===== src/rtl/led_share_pkg.sv =====
// Shared types and helpers for the LED sharing scheduler.
package led_share_pkg;

    localparam int LED_W = 5;

    typedef enum logic [1:0] {
        ST_IDLE = 2'd0,
        ST_HOLD = 2'd1,
        ST_GAP  = 2'd2
    } state_t;

    // Index following idx in a ring of n entries.
    function automatic int rr_next(input int idx, input int n);
        return (idx + 1 >= n) ? 0 : idx + 1;
    endfunction

endpackage


===== src/rtl/tick_gen.sv =====
// Free-running prescaler: one-cycle tick every DIV clocks, on the count's last value.
// No inputs besides clock/reset; tick is a decode of the registered count.
module tick_gen #(
    parameter int DIV = 4
) (
    input  logic clk,
    input  logic rstn,
    output logic tick
);
    localparam int CW = (DIV > 1) ? $clog2(DIV) : 1;

    logic [CW-1:0] cnt;

    always_ff @(posedge clk or negedge rstn) begin
        if (!rstn) begin
            cnt <= '0;
        end else if (cnt == CW'(DIV - 1)) begin
            cnt <= '0;
        end else begin
            cnt <= cnt + CW'(1);
        end
    end

    assign tick = (cnt == CW'(DIV - 1));

endmodule


===== src/rtl/led_share_sched.sv =====
// Round-robin sharing of five LEDs; grant and LEDs registered one cycle after a sampled req,
// held for HOLD_TICKS ticks then a blank gap; req is a level, never stalled. Blink: LED_SHARE_BLINK_EN.
module led_share_sched
    import led_share_pkg::*;
#(
    parameter int N_REQ       = 4,
    parameter int CLK_HZ      = 12000000,
    parameter int TICK_HZ     = 1000,
    parameter int HOLD_TICKS  = 250,
    parameter int BLINK_TICKS = 50
) (
    input  logic                   clk,
    input  logic                   rstn,
    input  logic [N_REQ-1:0]       req,
    input  logic [LED_W*N_REQ-1:0] pat,
    output logic [N_REQ-1:0]       gnt,
    output logic                   done,
    output logic [LED_W-1:0]       leds
);
    localparam int DIV   = CLK_HZ / TICK_HZ;
    localparam int PTR_W = $clog2(N_REQ);
    localparam int HC_W  = $clog2(HOLD_TICKS + 1);

    if (DIV < 2 || HOLD_TICKS < 1 || BLINK_TICKS < 1 || N_REQ < 2 || N_REQ > 8) begin : g_bad_param
        $error("led_share_sched: illegal parameter set");
    end

    logic             tick;
    state_t           state;
    logic [PTR_W-1:0] ptr;
    logic [PTR_W-1:0] win_q;
    logic [LED_W-1:0] pat_q;
    logic [HC_W-1:0]  hold_cnt;
    logic             found;
    logic [PTR_W-1:0] win;
    logic [LED_W-1:0] win_pat;

`ifdef LED_SHARE_BLINK_EN
    localparam int BC_W = $clog2(BLINK_TICKS + 1);
    logic [BC_W-1:0] blink_cnt;
    logic            blink_on;
`endif

    tick_gen #(.DIV(DIV)) u_tick (
        .clk  (clk),
        .rstn (rstn),
        .tick (tick)
    );

    // First requester at or after ptr, wrapping explicitly at N_REQ.
    always_comb begin
        logic [PTR_W:0] sum;
        found   = 1'b0;
        win     = '0;
        win_pat = '0;
        sum     = '0;
        for (int k = 0; k < N_REQ; k++) begin
            sum = {1'b0, ptr} + (PTR_W + 1)'(k);
            if (sum >= (PTR_W + 1)'(N_REQ)) begin
                sum = sum - (PTR_W + 1)'(N_REQ);
            end
            if (!found && req[sum[PTR_W-1:0]]) begin
                found = 1'b1;
                win   = sum[PTR_W-1:0];
            end
        end
        for (int i = 0; i < N_REQ; i++) begin
            if (win == PTR_W'(i)) begin
                win_pat = pat[i*LED_W +: LED_W];
            end
        end
    end

    always_ff @(posedge clk or negedge rstn) begin
        if (!rstn) begin
            state    <= ST_IDLE;
            gnt      <= '0;
            done     <= 1'b0;
            leds     <= '0;
            ptr      <= '0;
            win_q    <= '0;
            pat_q    <= '0;
            hold_cnt <= '0;
`ifdef LED_SHARE_BLINK_EN
            blink_cnt <= '0;
            blink_on  <= 1'b0;
`endif
        end else begin
            done <= 1'b0;
            case (state)
                ST_IDLE: begin
                    if (found) begin
                        pat_q    <= win_pat;
                        leds     <= win_pat;
                        gnt      <= N_REQ'(1) << win;
                        win_q    <= win;
                        hold_cnt <= '0;
                        state    <= ST_HOLD;
`ifdef LED_SHARE_BLINK_EN
                        blink_cnt <= '0;
                        blink_on  <= 1'b1;
`endif
                    end
                end
                ST_HOLD: begin
                    leds <= pat_q;
`ifdef LED_SHARE_BLINK_EN
                    if (!blink_on) begin
                        leds <= '0;
                    end
`endif
                    if (tick) begin
                        hold_cnt <= hold_cnt + HC_W'(1);
                        if (hold_cnt == HC_W'(HOLD_TICKS - 1)) begin
                            done  <= 1'b1;
                            gnt   <= '0;
                            leds  <= '0;
                            ptr   <= PTR_W'(rr_next(int'(win_q), N_REQ));
                            state <= ST_GAP;
                        end
`ifdef LED_SHARE_BLINK_EN
                        else if (blink_cnt == BC_W'(BLINK_TICKS - 1)) begin
                            blink_cnt <= '0;
                            blink_on  <= !blink_on;
                            leds      <= blink_on ? '0 : pat_q;
                        end else begin
                            blink_cnt <= blink_cnt + BC_W'(1);
                        end
`endif
                    end
                end
                ST_GAP: begin
                    leds <= '0;
                    if (tick) begin
                        state <= ST_IDLE;
                    end
                end
                default: state <= ST_IDLE;
            endcase
        end
    end

endmodule


===== config.mk =====
export PLATFORM = sky130hd
export DESIGN_NAME = led_share_sched
export DESIGN_NICKNAME = d
export VERILOG_FILES = /design/src/rtl/led_share_pkg.sv /design/src/rtl/tick_gen.sv /design/src/rtl/led_share_sched.sv
export SDC_FILE = /design/constraint.sdc
export NUM_CORES = 1
export LEC_CHECK = 0
export BUFFER_PORTS_ARGS = -buffer_cell sky130_fd_sc_hd__buf_2
export CAP_MARGIN = 20
export CORE_MARGIN = 10
export CORE_UTILIZATION = 60
export CTS_CLUSTER_SIZE = 25
export DETAILED_ROUTE_END_ITERATION = 10
export GPL_TIMING_DRIVEN = 1
export PLACE_DENSITY = 0.84
export SLEW_MARGIN = 5
export SYNTH_ARGS = -nofsm -noshare
export SYNTH_HDL_FRONTEND = slang
export SYNTH_HIERARCHICAL = 1
export SYNTH_SLANG_ARGS = --single-unit

===== constraint.sdc =====
create_clock -name clk -period 4.3 [get_ports clk]
set_input_delay 0.215 -clock clk [delete_from_list [all_inputs] [get_ports clk]]
set_output_delay 0.215 -clock clk [all_outputs]
set_load 0.005 [all_outputs]

# [Word level (Yosys, flattened, before mapping)]
# Cells that the tools add are included.
[word_totals] register_bits=43 elab_cells=101 out_inout_bits=10
[op_classes] reduce_logical=16 n_addsub=10 magnitude_cmp=9 muxes=45 n_shift=1 eq_ne=11
[op_table] cell="5-bit two-way mux" n=7
[op_table] cell="2-bit two-way mux" n=13
[op_table] cell="8-bit two-way mux" n=2
[op_table] cell="8-bit one-hot mux with 2 select lines" n=1
[op_table] cell="5-bit one-hot mux with 3 select lines" n=1
[op_table] cell="14-bit by 1-bit adder with 14-bit output, second input constant" n=1
[op_table] cell="14-bit equality test, second input constant" n=1
[op_table] cell="14-bit two-way mux" n=1
[op_table] cell="3-bit >= comparator, second input constant" n=4
[op_table] cell="2-bit by 3-bit less-than comparator with 1-bit output, second input constant" n=4
[op_table] cell="4-bit two-way mux" n=3
[op_table] cell="1-bit two-way mux" n=11
[op_table] cell="8-bit by 1-bit adder with 8-bit output, second input constant" n=1
[op_table] cell="1-bit binary-select mux with 2-bit select" n=4
[op_table] cell="8-bit equality test, second input constant" n=1
[op_table] cell="2-bit != test, second input constant" n=4
[op_table] cell="4-bit one-hot mux with 2 select lines" n=1
[op_table] cell="4-bit AND reduction" n=2
[op_table] cell="2-bit by 1-bit subtractor with 2-bit output, second input constant" n=4
[op_table] cell="2-bit by 1-bit adder with 3-bit output, second input constant" n=2
[op_table] cell="2-bit by 2-bit adder with 3-bit output, second input constant" n=2
[op_table] cell="2-bit equality test, second input constant" n=3
[op_table] cell="2-bit one-hot mux with 3 select lines" n=1
[op_table] cell="3-bit AND reduction" n=2
[op_table] cell="other kinds (9)" n=16

# [Depth between registers and ports, before layout]
[logic_depth] ltp_word=21 ltp_mapped=9 mapped_depth_nobuf=8

# [By module]
# The synthesis kept the hierarchy.
[modules_own_cells] module="led_share_sched" instances=1 area_each_um2=1741.7 cells_per_inst=188 seq_area_each_um2=725.7
[modules_own_cells] module="tick_gen" instances=1 area_each_um2=710.7 cells_per_inst=70 seq_area_each_um2=350.3

# [Worst setup path after synthesis]
# Ideal clock, no wire load.
[synth_timing] kind="flip-flop to flip-flop" startpoint="register u_tick.cnt[5]" endpoint="register hold_cnt[4]" required_ns=4.222 arrival_ns=2.750 path_stages_with_launch=7 setup_ns=0.078 period_less_slack_ns=2.828 path_slack_ns=1.472 path_cell_list="dfrtp_1 > or4b_2 > nor4_1 > and2b_1 > a2111o_1 > or3_1 > a21oi_1"
[synth_between] elab_chain_cells=3
[synth_rtl] element="from (decl)" line_no="tick_gen.sv:12" rtl="logic [CW-1:0] cnt;"
[synth_rtl] element="from (signal assigned)" line_no="tick_gen.sv:20" rtl="cnt <= cnt + CW'(1);"
[synth_rtl] element="14-bit equality test" line_no="tick_gen.sv:24" rtl="assign tick = (cnt == CW'(DIV - 1));"
[synth_rtl] element="net tick" line_no="led_share_sched.sv:28" rtl="logic tick;"
[synth_rtl] element="2-bit != test (no line)"
[synth_rtl] element="3-bit AND reduction (no line)"
[synth_rtl] element="to (signal assigned)" line_no="led_share_sched.sv:113" rtl="hold_cnt <= hold_cnt + HC_W'(1);"
[synth_rtl] element="to (decl)" line_no="led_share_sched.sv:33" rtl="logic [HC_W-1:0] hold_cnt;"
# The timed path passes the listed nets, and every way through them passes these cells.
# A chain may end at the register's enable or synchronous reset.

# [Worst setup path after layout]
[layout_timing] startpoint="register u_tick.cnt[5]" endpoint="register hold_cnt[6]"
# Same word-level chain as after synthesis.

==> tab_implementation.tex <==
\begin{tabular}{lr}
\hline
Metric & Value \\
\hline
\multicolumn{2}{l}{\textbf{Outcome}} \\
Run status & finished, final reports clean \\
\multicolumn{2}{l}{\textbf{Die}} \\
Width of the chip & 83.93 um \\
Io pins & 36 \\
Placement Rows & 23 \\
Effective utilization at floorplan & 61.75\% \\
Area of the placeable core & 0.003971 mm\^{}2 \\
Vertical die dimension & 83.93 um \\
Die footprint & 0.007044 mm\^{}2 \\
\multicolumn{2}{l}{\textbf{Synth}} \\
Post-synthesis xor/xnor area fraction & 4.643\% \\
Async set-reset flop share out of synthesis & 100.0\% \\
Synthesized-area fraction occupied by ao, oa, aoi and oai cells & 19.08\% \\
Sequential element share of the synthesized area & 43.88\% \\
Combinational family with the most area after synthesis & simple AND/OR/NAND/NOR gates \\
Commonest register cell after synthesis & sky130\_fd\_sc\_hd\_\_dfrtp\_1 \\
Post-synthesis simple-gate area fraction & 22.30\% \\
Mapped Area & 0.002452 mm\^{}2 \\
Yosys warns & 6 \\
Post-synthesis cell type count & 50 \\
Gate count after technology mapping & 258 \\
Synth Net Count & 293 \\
Adder and majority cell fraction of the synthesized area & 4.592\% \\
Synthesized area per cell & 9.505 um\^{}2 \\
Multiplexer share of the synthesized area & 2.959\% \\
Register bit count reported by yosys & 43 \\
Number of flops mapped to enable cells by yosys & 0 \\
\multicolumn{2}{l}{\textbf{Drt}} \\
Number of design-rule violations left by the first detailed-router iteration & 149 \\
Remaining number of nets flagged by the antenna check after routing & 0 \\
Detail-routed via count per cell & 6.023 \\
Overall routed net length & 5632 um \\
Remaining routing DRC violations & 0 \\
Wire per inst & 16.18 um \\
Total number of vias & 2096 \\
First drt pass iteration count & 4 \\
\multicolumn{2}{l}{\textbf{Timing}} \\
Final Hold Viols & 0 \\
Final setup violation count & 0 \\
Unrepaired setup endpoints after global routing & no \\
Least-Margin Pin Slew & 0.9505 ns \\
Post-route clock period utilization & 63.97\% \\
Worst Clk Skew & 0.008921 ns \\
Post-Route Setup TNS & 0 ns \\
Shortest clock period the worst path allows after layout & 2.751 ns \\
Post-route setup slack & 1.549 ns \\
Achievable clock frequency & 363.5 MHz \\
Final Max Tran Viols & 0 \\
Worst slew margin relative to its limit & 36.63\% \\
\multicolumn{2}{l}{\textbf{Placed design}} \\
Area after detailed placement & 0.002691 mm\^{}2 \\
Cells after DPL & 340 \\
Routability congestion estimate & 0.8711 \\
DP Wirelength & 4153 um \\
Buffers on Ports & 35 \\
Placement Setup Slack & 1.580 ns \\
\multicolumn{2}{l}{\textbf{Finish}} \\
Number of diodes & 0 \\
Relative area change from synthesis to final layout & 15.15\% \\
Cell area after layout & 0.002824 mm\^{}2 \\
Share of final-layout standard cells stronger than drive strength 1 & 18.12\% \\
Top library cells by usage in the layout, fill and taps aside & 43 x sky130\_fd\_sc\_hd\_\_dfrtp\_1, 35 x sky130\_fd\_sc\_hd\_\_buf\_2, 25 x sky130\_fd\_sc\_hd\_\_nand2\_1, 18 x sky130\_fd\_sc\_hd\_\_o21ai\_0, 17 x sky130\_fd\_sc\_hd\_\_nor2\_1 \\
Number of nets in the layout & 332 \\
Most common library cell in the layout ignoring fill and taps & sky130\_fd\_sc\_hd\_\_dfrtp\_1 \\
Number of cells in the finished layout apart from fillers & 348 \\
\multicolumn{2}{l}{\textbf{Global routing}} \\
Pin count of the biggest net entering global routing & 44 \\
Via count of the first global-routing pass & 2030 \\
Global-route wire length before repair & 9597 um \\
Congestion Overflow GR & 0 \\
Antenna violations before repair & 0 \\
Total Routing Usage GR & 15.90\% \\
\multicolumn{2}{l}{\textbf{CTS}} \\
Setup repair bufs after CTS & 0 \\
Maximum clock insertion buffer count & 2 \\
CTS HTree Levels & 2 \\
Clock sink count & 43 \\
Clock-pin slew on the worst setup and hold paths & 0.08 ns \\
Clock tree root driver cell & sky130\_fd\_sc\_hd\_\_clkbuf\_8 \\
CTS Hold Buffers Added & 0 \\
Clock Latency Late Sink & 0.30 ns \\
Clock buffer count from CTS & 5 \\
Post-CTS resize count & 0 \\
TritonCTS clock tree & yes \\
\multicolumn{2}{l}{\textbf{Min path}} \\
Worst hold path type & in2async \\
\multicolumn{2}{l}{\textbf{Setup path}} \\
Arrival time worst endpoint & 2.98 ns \\
Capturing element type of the critical path & flip-flop \\
Kind of start point of the critical path & flip-flop \\
Worst path required time & 4.53 ns \\
Worst Path Class, Setup & reg2reg \\
CP Max Fanout & 8 \\
\multicolumn{2}{l}{\textbf{Pwr}} \\
Power density cells & 291.5 mW/mm\^{}2 \\
VDD IR max & 0.2266 mV \\
Overall power & 0.8233 mW \\
Static leakage power & 1.290 nW \\
\multicolumn{2}{l}{\textbf{Job}} \\
MaxCap Viol Count & 0 \\
\hline
\end{tabular}
## metrics by stage
stage / hold WS [ns] / utilization [%]
floorplan: -0.08059 / -
global placement: 0.4094 / 67.77
detailed placement: 0.4199 / 67.77
CTS: 0.08740 / 71.11
global route: 0.1215 / 71.11
finish: 0.04706 / 71.11
## cells by family (layout without fill, tap and decap cells)
group / Yosys count / after routing
AO/OA/AOI/OAI: 67 / 67
multiplexers: 7 / 7
XOR/XNOR: 13 / 13
AND/OR/NAND/NOR: 104 / 104
adder cells (fa/ha/maj): 9 / 9
flip-flops: 43 / 43
buffers and inverters: 15 / 55
## power breakdown
| part | total [mW] | leakage (nW) | switching, mW | internal [mW] |
|---|---|---|---|---|
| clock | 0.374 | 0.0654 | 0.142 | 0.232 |
| combinational | 0.0456 | 0.675 | 0.0287 | 0.0169 |
| sequential | 0.404 | 0.550 | 0 | 0.404 |
## layout make-up
cell class              instances  area (um^2)
multi-input cells             200         1325
fillers                       308         1147
flip-flops and latches         43         1076
repair buffers                 37        190.2
clock buffers                   6        72.57
well taps                      50        62.56
clock inverters                 2        60.06
inverters                      10        37.54
## cell usage after synthesis, drive strengths merged, types with 2 or more instances
| master | number | area, um^2 |
|---|---|---|
| a211o | 6 | 52.55 |
| a21o | 4 | 30.03 |
| a21oi | 6 | 30.03 |
| a22o | 2 | 17.52 |
| a22oi | 9 | 67.56 |
| a31oi | 2 | 12.51 |
| and2 | 8 | 50.05 |
| and3 | 2 | 12.51 |
| and4 | 2 | 18.77 |
| buf | 3 | 17.52 |
| clkbuf | 2 | 7.510 |
| dfrtp | 43 | 1076 |
| ha | 9 | 112.6 |
| inv | 10 | 37.54 |
| mux2 | 2 | 22.52 |
| mux2i | 5 | 50.05 |
| nand2 | 25 | 93.84 |
| nand2b | 3 | 18.77 |
| nand3 | 14 | 70.07 |
| nand4 | 8 | 50.05 |
| nor2 | 18 | 70.07 |
| nor2b | 3 | 18.77 |
| nor3 | 7 | 40.04 |
| nor4 | 2 | 12.51 |
| o211ai | 6 | 45.04 |
| o21ai | 20 | 100.1 |
| o221ai | 4 | 35.03 |
| o31ai | 2 | 15.01 |
| or3 | 4 | 25.02 |
| or4 | 2 | 16.27 |
| or4b | 2 | 20.02 |
| xnor2 | 5 | 43.79 |
| xor2 | 8 | 70.07 |
## worst paths after layout
check,from,to,slack [ns],cells past startpoint
max,u_tick/cnt[5]$_DFF_PN0_,hold_cnt[6]$_DFFE_PN0P_,1.55,7
max reg2reg,u_tick/cnt[5]$_DFF_PN0_,hold_cnt[6]$_DFFE_PN0P_,1.55,7
min,rstn,ptr[0]$_DFFE_PN0P_,0.05,1
min in group clk,pat[5],leds[0]$_DFFE_PN0P_,0.27,3
max in group asynchronous,rstn,hold_cnt[3]$_DFFE_PN0P_,3.65,1
min reg2reg,win_q[1]$_DFFE_PN0P_,win_q[1]$_DFFE_PN0P_,0.50,1
## worst max-delay path: stages (launching register included)
cell                       delay [ns]
sky130_fd_sc_hd__dfrtp_1         0.43
sky130_fd_sc_hd__or4b_2          0.69
sky130_fd_sc_hd__nor4_1          0.19
sky130_fd_sc_hd__buf_4           0.18
sky130_fd_sc_hd__and2b_1         0.18
sky130_fd_sc_hd__a2111o_1        0.49
sky130_fd_sc_hd__or3_1           0.38
sky130_fd_sc_hd__a21oi_1         0.14
## flip-flops by register name, summed over array words and instances (netlist names)
name,flops
hold_cnt,8
win_q,2
pat_q,5
gnt,4
leds,5
u_tick/cnt,14
state,2
ptr,2
done,1
## layer usage
metal	part of all wire, %	vias to the layer above	wire, um	track usage (%)
li1	-	1030	-	-
met1	45	985	2538	19.81
met2	47	71	2640	25.57
met3	6.8	10	382	4.590
met4	1.3	0	71	5.327
met5	0	-	0	0
Power figures use the tool's default switching activity.
